`src/rtl/tpu_glb_pkg.sv`:
```
// Shared GLB/array-edge types: lane geometry, FIFO sizing,
// skew-mover FSM encoding and lane slicing.
package tpu_glb_pkg;

  localparam int PE_SIZE    = 14;
  localparam int DATA_WIDTH = 8;
  localparam int FIFO_DEPTH = 16;
  localparam int VEC_W      = PE_SIZE * DATA_WIDTH;
  localparam int CNT_W      = $clog2(FIFO_DEPTH) + 1;

  typedef enum logic [1:0] {
    IDLE   = 2'd0,
    STREAM = 2'd1,
    DRAIN  = 2'd2
  } state_e;

  typedef struct packed {
    logic             last;
    logic [VEC_W-1:0] data;
  } row_t;

  typedef struct packed {
    logic                  v;
    logic [DATA_WIDTH-1:0] d;
  } cell_t;

  function automatic logic [DATA_WIDTH-1:0] lane_of(
    input logic [VEC_W-1:0] v,
    input int unsigned      i
  );
    return v[i*DATA_WIDTH +: DATA_WIDTH];
  endfunction

endpackage

```
`src/rtl/sa_row_fifo.sv`:
```
// Row FIFO between the GLB read port and the skew chains.
// Count-based full/empty; pointers wrap on the power-of-2 depth.
module sa_row_fifo #(
  parameter int WIDTH = 8,
  parameter int DEPTH = 16
) (
  input  logic                   clk,
  input  logic                   rst_n,
  input  logic                   wr_en,
  input  logic [WIDTH-1:0]       wr_data,
  input  logic                   rd_en,
  output logic [WIDTH-1:0]       rd_data,
  output logic                   full,
  output logic                   empty,
  output logic [$clog2(DEPTH):0] count
);

  localparam int AW = $clog2(DEPTH);

  logic [WIDTH-1:0] mem [DEPTH];
  logic [AW-1:0]    wptr;
  logic [AW-1:0]    rptr;
  logic [AW:0]      cnt;
  logic             do_wr;
  logic             do_rd;

  assign do_wr   = wr_en && !full;
  assign do_rd   = rd_en && !empty;
  assign full    = cnt == (AW+1)'(DEPTH);
  assign empty   = cnt == '0;
  assign count   = cnt;
  assign rd_data = mem[rptr];

  always_ff @(posedge clk) begin
    if (do_wr) mem[wptr] <= wr_data;
  end

  always_ff @(posedge clk or negedge rst_n) begin
    if (!rst_n) begin
      wptr <= '0;
      rptr <= '0;
      cnt  <= '0;
    end else begin
      if (do_wr) wptr <= wptr + 1'b1;
      if (do_rd) rptr <= rptr + 1'b1;
      case ({do_wr, do_rd})
        2'b10:   cnt <= cnt + 1'b1;
        2'b01:   cnt <= cnt - 1'b1;
        default: cnt <= cnt;
      endcase
    end
  end

endmodule

```
`src/rtl/sa_input_skew_mover.sv`:
```
// Row FIFO + diagonal skew onto the systolic-array west edge;
// flushes the skew at tile end and pulses done_o.
module sa_input_skew_mover
  import tpu_glb_pkg::*;
(
  input  logic               clk,
  input  logic               rst_n,
  input  logic [VEC_W-1:0]   in_data_i,
  input  logic               in_valid_i,
  input  logic               in_last_i,
  output logic               in_ready_o,
  input  logic               sa_en_i,
  output logic [VEC_W-1:0]   out_data_o,
  output logic [PE_SIZE-1:0] out_valid_o,
  output logic               busy_o,
  output logic               done_o
);

  row_t               wr_row;
  row_t               head;
  logic               full;
  logic               empty;
  logic [CNT_W-1:0]   count;
  logic               pop;
  logic               pop_last;
  logic [PE_SIZE-1:0] last_q;
  state_e             state_q;
  state_e             state_d;

  assign wr_row = '{last: in_last_i, data: in_data_i};

  sa_row_fifo #(
    .WIDTH($bits(row_t)),
    .DEPTH(FIFO_DEPTH)
  ) u_fifo (
    .clk     (clk),
    .rst_n   (rst_n),
    .wr_en   (in_valid_i),
    .wr_data (wr_row),
    .rd_en   (pop),
    .rd_data (head),
    .full    (full),
    .empty   (empty),
    .count   (count)
  );

  // IDLE may pop on the same edge it leaves, keeping latency at one edge
  assign pop        = sa_en_i && !empty && (state_q != DRAIN);
  assign pop_last   = pop && head.last;
  assign in_ready_o = !full;
  assign busy_o     = state_q != IDLE;
  assign done_o     = last_q[PE_SIZE-1] && sa_en_i;

  always_ff @(posedge clk or negedge rst_n) begin
    if (!rst_n) state_q <= IDLE;
    else        state_q <= state_d;
  end

  always_comb begin
    state_d = state_q;
    unique case (state_q)
      IDLE: begin
        if (count != '0) state_d = pop_last ? DRAIN : STREAM;
      end
      STREAM: begin
        if (pop_last) state_d = DRAIN;
      end
      DRAIN: begin
        if (done_o) state_d = IDLE;
      end
      default: state_d = IDLE;
    endcase
  end

  always_ff @(posedge clk or negedge rst_n) begin
    if (!rst_n)       last_q <= '0;
    else if (sa_en_i) last_q <= {last_q[PE_SIZE-2:0], pop_last};
  end

  for (genvar g = 0; g < PE_SIZE; g++) begin : g_lane
    cell_t c_q [g+1];

    always_ff @(posedge clk or negedge rst_n) begin
      if (!rst_n) begin
        for (int k = 0; k <= g; k++) c_q[k] <= '0;
      end else if (sa_en_i) begin
        c_q[0].v <= pop;
        c_q[0].d <= pop ? lane_of(head.data, g) : '0;
        for (int k = 1; k <= g; k++) c_q[k] <= c_q[k-1];
      end
    end

    assign out_data_o[g*DATA_WIDTH +: DATA_WIDTH] = c_q[g].d;
    assign out_valid_o[g]                         = c_q[g].v;
  end

endmodule

```
`config.mk`:
```
export PLATFORM = sky130hd
export DESIGN_NAME = sa_input_skew_mover
export DESIGN_NICKNAME = d
export VERILOG_FILES = /design/src/rtl/tpu_glb_pkg.sv /design/src/rtl/sa_row_fifo.sv /design/src/rtl/sa_input_skew_mover.sv
export SDC_FILE = /design/constraint.sdc
export NUM_CORES = 2
export LEC_CHECK = 0
export BUFFER_PORTS_ARGS = -buffer_cell sky130_fd_sc_hd__buf_2
export CORE_ASPECT_RATIO = 0.6
export CORE_MARGIN = 1.5
export CORE_UTILIZATION = 62
export DETAILED_ROUTE_END_ITERATION = 7
export PLACE_DENSITY = 0.79
export SETUP_SLACK_MARGIN = 0.02
export SLEW_MARGIN = 25
export SYNTH_ARGS = -nofsm -noshare
export SYNTH_HDL_FRONTEND = slang
export SYNTH_SLANG_ARGS = --single-unit
```
`constraint.sdc`:
```
create_clock -name clk -period 10.7 [get_ports clk]
set_clock_uncertainty 0.1 [all_clocks]
set_input_delay 0.535 -clock clk [delete_from_list [all_inputs] [get_ports clk]]
set_output_delay 0.535 -clock clk [all_outputs]
set_load 0.01 [all_outputs]
```
==> impl_metrics.yaml <==
outcome:
  status: "finished, final reports clean"
pwr:
  irDropWorstVdd_mv: 0.146
  power_mw: 21.6
  power_leakage_nw: 42.3
  p_per_area_nw_per_um2: 192
synth:
  netlist_area_sq_um: 101000
  synth_area_leader_cell: "edfxtp_1"
  synth-edff-count: 1808
  synth_nets: 5024
  synth_seq_cells: 2691
  yosysMostFrequentCell: "edfxtp_1"
  ys_types: 40
  async_flop_share: 0.328
  synth_common_cells: "edfxtp_1 (1808), dfrtp_1 (883), mux2_2 (805), mux4_2 (449), clkbuf_1 (166)"
  avgSynthCellArea_sq_um: 20.7
  yosysWarnings: 0
  ys_seq_area_frac: 0.753
  yosys.area.top_type_share: 0.535
  synthFlopType: "edfxtp_1"
  synthCells: 4899
  synth_area_leaders: "edfxtp_1 (54%), dfrtp_1 (22%), mux4_2 (10%)"
grt:
  antenna_found_initial: 16
  grt_usage: 0.262
  grt_max_degree: 194
  grt_pass1_wl_mm: 322
  grt_pass1_vias: 50500
  overflow: 0
timing:
  fin_ws_ps: 6560
  relSlewSlack: 0.237
  drv_slew: 0
  tightestPinTransition_ps: 1140
  hold_viol: 0
  setup-violations-final: 0
  tns_ps: 0
  finalCriticalPeriod_ps: 4140
  rsz0062_at_grt: "false"
  fin_crit_sh: 0.387
  clock.fmax_mhz: 241
cts:
  cts_sinks: 2691
  cts_buffer_depth: 4
  cts_resized: 0
  clock_latency_ps: 870
  root_buffer: "clkbuf_16"
  clk_pin_slew_ps: 70
  cts_tree: "yes"
  cts_buffers: 229
  htreeDepth: 4
placed_design:
  dp_slack_ps: 6510
  io_buffers: 245
  post-dp-hpwl_mm: 104
  place_inst: 6985
  place_congestion: 0.742
setup_path:
  required_ps: 11280
  path_max_fanout: 109
  end_kind: "flop"
  arrival_ps: 4720
  path_class: "reg -> reg"
  start_kind: "flop"
finish:
  final_cells: 7530
  fin_nets: 5311
  layout-drive-gt1-share: 0.361
  area_growth_syn_to_layout_pct: 11.2
  nFillCells: 9477
worst_hold_path:
  hold_path.class: "in -> reg"
route:
  antenna_left: 0
  route.detailed.drc: 0
  first_pass_iters: 7
  routed_via_density: 6.48
  routed_wl_mm: 216
  num_vias: 48800
  drtIter0Drc: 5957
  post_drt_wl_per_cell_um: 28.7
floorplan:
  ios: 246
  die_w_um: 525
  start_util: 0.627
  coreArea_sq_um: 162000
  design.die.area_sq_um: 166000
  fp-row-count: 114
  die_y_um: 316
flow_run:
  maxCapViolations: 0
## state kept, by name (all words and copies together) (netlist names)
name / cells
u_fifo.mem: 1808
u_fifo.wptr: 4
g_lane.c_q: 740
last_q: 14
u_fifo.count: 5
out_data_o: 112
out_valid_o: 2
state_q: 2
u_fifo.rptr: 4
## per-stage QoR
step           hold slack (ps)  utilization  area [sq um]
2_1_floorplan              139            -        101000
4_1_cts                   86.2        0.697        113000
3_5_place_dp               367        0.644        104000
5_1_grt                    139        0.697        113000
6_report                   136        0.697        113000
3_3_place_gp               363        0.644        104000
## cells in the final DEF, fill, tap and decap left out, types with 3 or more instances in the layout
cell | netlist | layout
buf_2 | 48 | 243
nor2b_1 | 5 | 3
nor2_4 | 0 | 13
ha_1 | 8 | 8
edfxtp_1 | 1808 | 1808
clkbuf_1 | 166 | 69
buf_16 | 0 | 3
mux2_2 | 805 | 805
clkinv_8 | 0 | 3
nand4_1 | 3 | 3
nand3_1 | 65 | 65
bufinv_16 | 0 | 17
mux2i_1 | 8 | 8
mux4_2 | 449 | 449
dlygate4sd3_1 | 0 | 114
xnor2_1 | 8 | 8
buf_12 | 0 | 9
clkbuf_8 | 0 | 26
clkbuf_16 | 0 | 230
xor2_1 | 5 | 5
clkinvlp_4 | 0 | 4
a31oi_1 | 3 | 3
and3_1 | 63 | 63
clkinv_1 | 2 | 22
diode_2 | 0 | 7
inv_1 | 7 | 7
o21ai_0 | 3 | 3
dfrtp_1 | 883 | 879
a22oi_1 | 64 | 64
clkinv_2 | 0 | 40
buf_4 | 135 | 67
dfrtp_4 | 0 | 4
clkbuf_4 | 0 | 4
a21oi_1 | 52 | 52
o2bb2ai_1 | 111 | 111
buf_6 | 12 | 7
inv_6 | 0 | 3
a22o_1 | 50 | 50
nor3_2 | 0 | 4
nand2_1 | 75 | 75
## path summary, 6_finish.rpt
kind	start	end	slack, ps	cells after the start
max	u_fifo.rptr[1]$_DFFE_PN0P_	g_lane[4].c_q[43]$_DFFE_PN0P_	6560	6
min	in_valid_i	u_fifo.wptr[0]$_DFFE_PN0P_	140	3
max reg2reg	u_fifo.rptr[1]$_DFFE_PN0P_	g_lane[4].c_q[43]$_DFFE_PN0P_	6560	6
min reg2reg	g_lane[11].c_q[84]$_DFFE_PN0P_	g_lane[11].c_q[75]$_DFFE_PN0P_	360	1
max in group asynchronous	rst_n	out_data_o[41]$_DFFE_PN0P_	7970	4
min in group asynchronous	rst_n	out_data_o[0]$_DFFE_PN0P_	220	2
## area by class of cell
class | count | area, sq um | area share
diodes | 7 | 17.5 | 0.000155
clock buffers | 329 | 6400 | 0.0568
clock inverters | 93 | 955 | 0.00847
inverters | 9 | 36.3 | 0.000322
multi-input cells | 1810 | 23000 | 0.204
flip-flops and latches | 2691 | 76400 | 0.677
well taps | 2146 | 2690 | 0.0238
repair buffers | 445 | 3230 | 0.0287
## worst max-delay path, stage by stage, from the launching register on
cell and delay [ps]:
dfrtp_4 950, buf_12 620, buf_4 820, mux4_2 650, mux2_2 310, a21oi_1 200, o2bb2ai_1 90
## logic make-up after synthesis
| family | Yosys count | share of synthesized area |
|---|---|---|
| AND/OR/NAND/NOR | 236 | 0.0116 |
| XOR/XNOR | 13 | 0.00112 |
| multiplexers | 1262 | 0.190 |
| adder cells (fa/ha/maj) | 8 | 0.000987 |
| buffers and inverters | 398 | 0.0212 |
| flip-flops | 2691 | 0.753 |
| AO/OA/AOI/OAI | 291 | 0.0222 |
## report_power, final
| part | leakage (nW) | switching, mW | internal [mW] | total, mW |
|---|---|---|---|---|
| registers | 28.6 | 0.180 | 11.8 | 12.0 |
| clock network | 3.62 | 3.66 | 4.57 | 8.23 |
| logic | 10.1 | 0.990 | 0.392 | 1.38 |
| total | 42.3 | 4.83 | 16.8 | 21.6 |
## routing by layer
| metal | share of wire | GRT usage | vias up | wire length, um |
|---|---|---|---|---|
| li1 | - | - | 20000 | - |
| met1 | 0.39 | 0.365 | 25800 | 83200 |
| met2 | 0.50 | 0.434 | 2634 | 108000 |
| met3 | 0.094 | 0.0536 | 362 | 20200 |
| met4 | 0.021 | 0.0628 | 18 | 4550 |
| met5 | 0.00056 | 0 | - | 122 |
## repair_timing
| action | in CTS | in global routing |
|---|---|---|
| hold buffers | 114 | 0 |
| endpoints found under the hold margin | 1897 | 0 |
| setup buffers | 0 | 0 |
(Power assumes the default switching activity.)
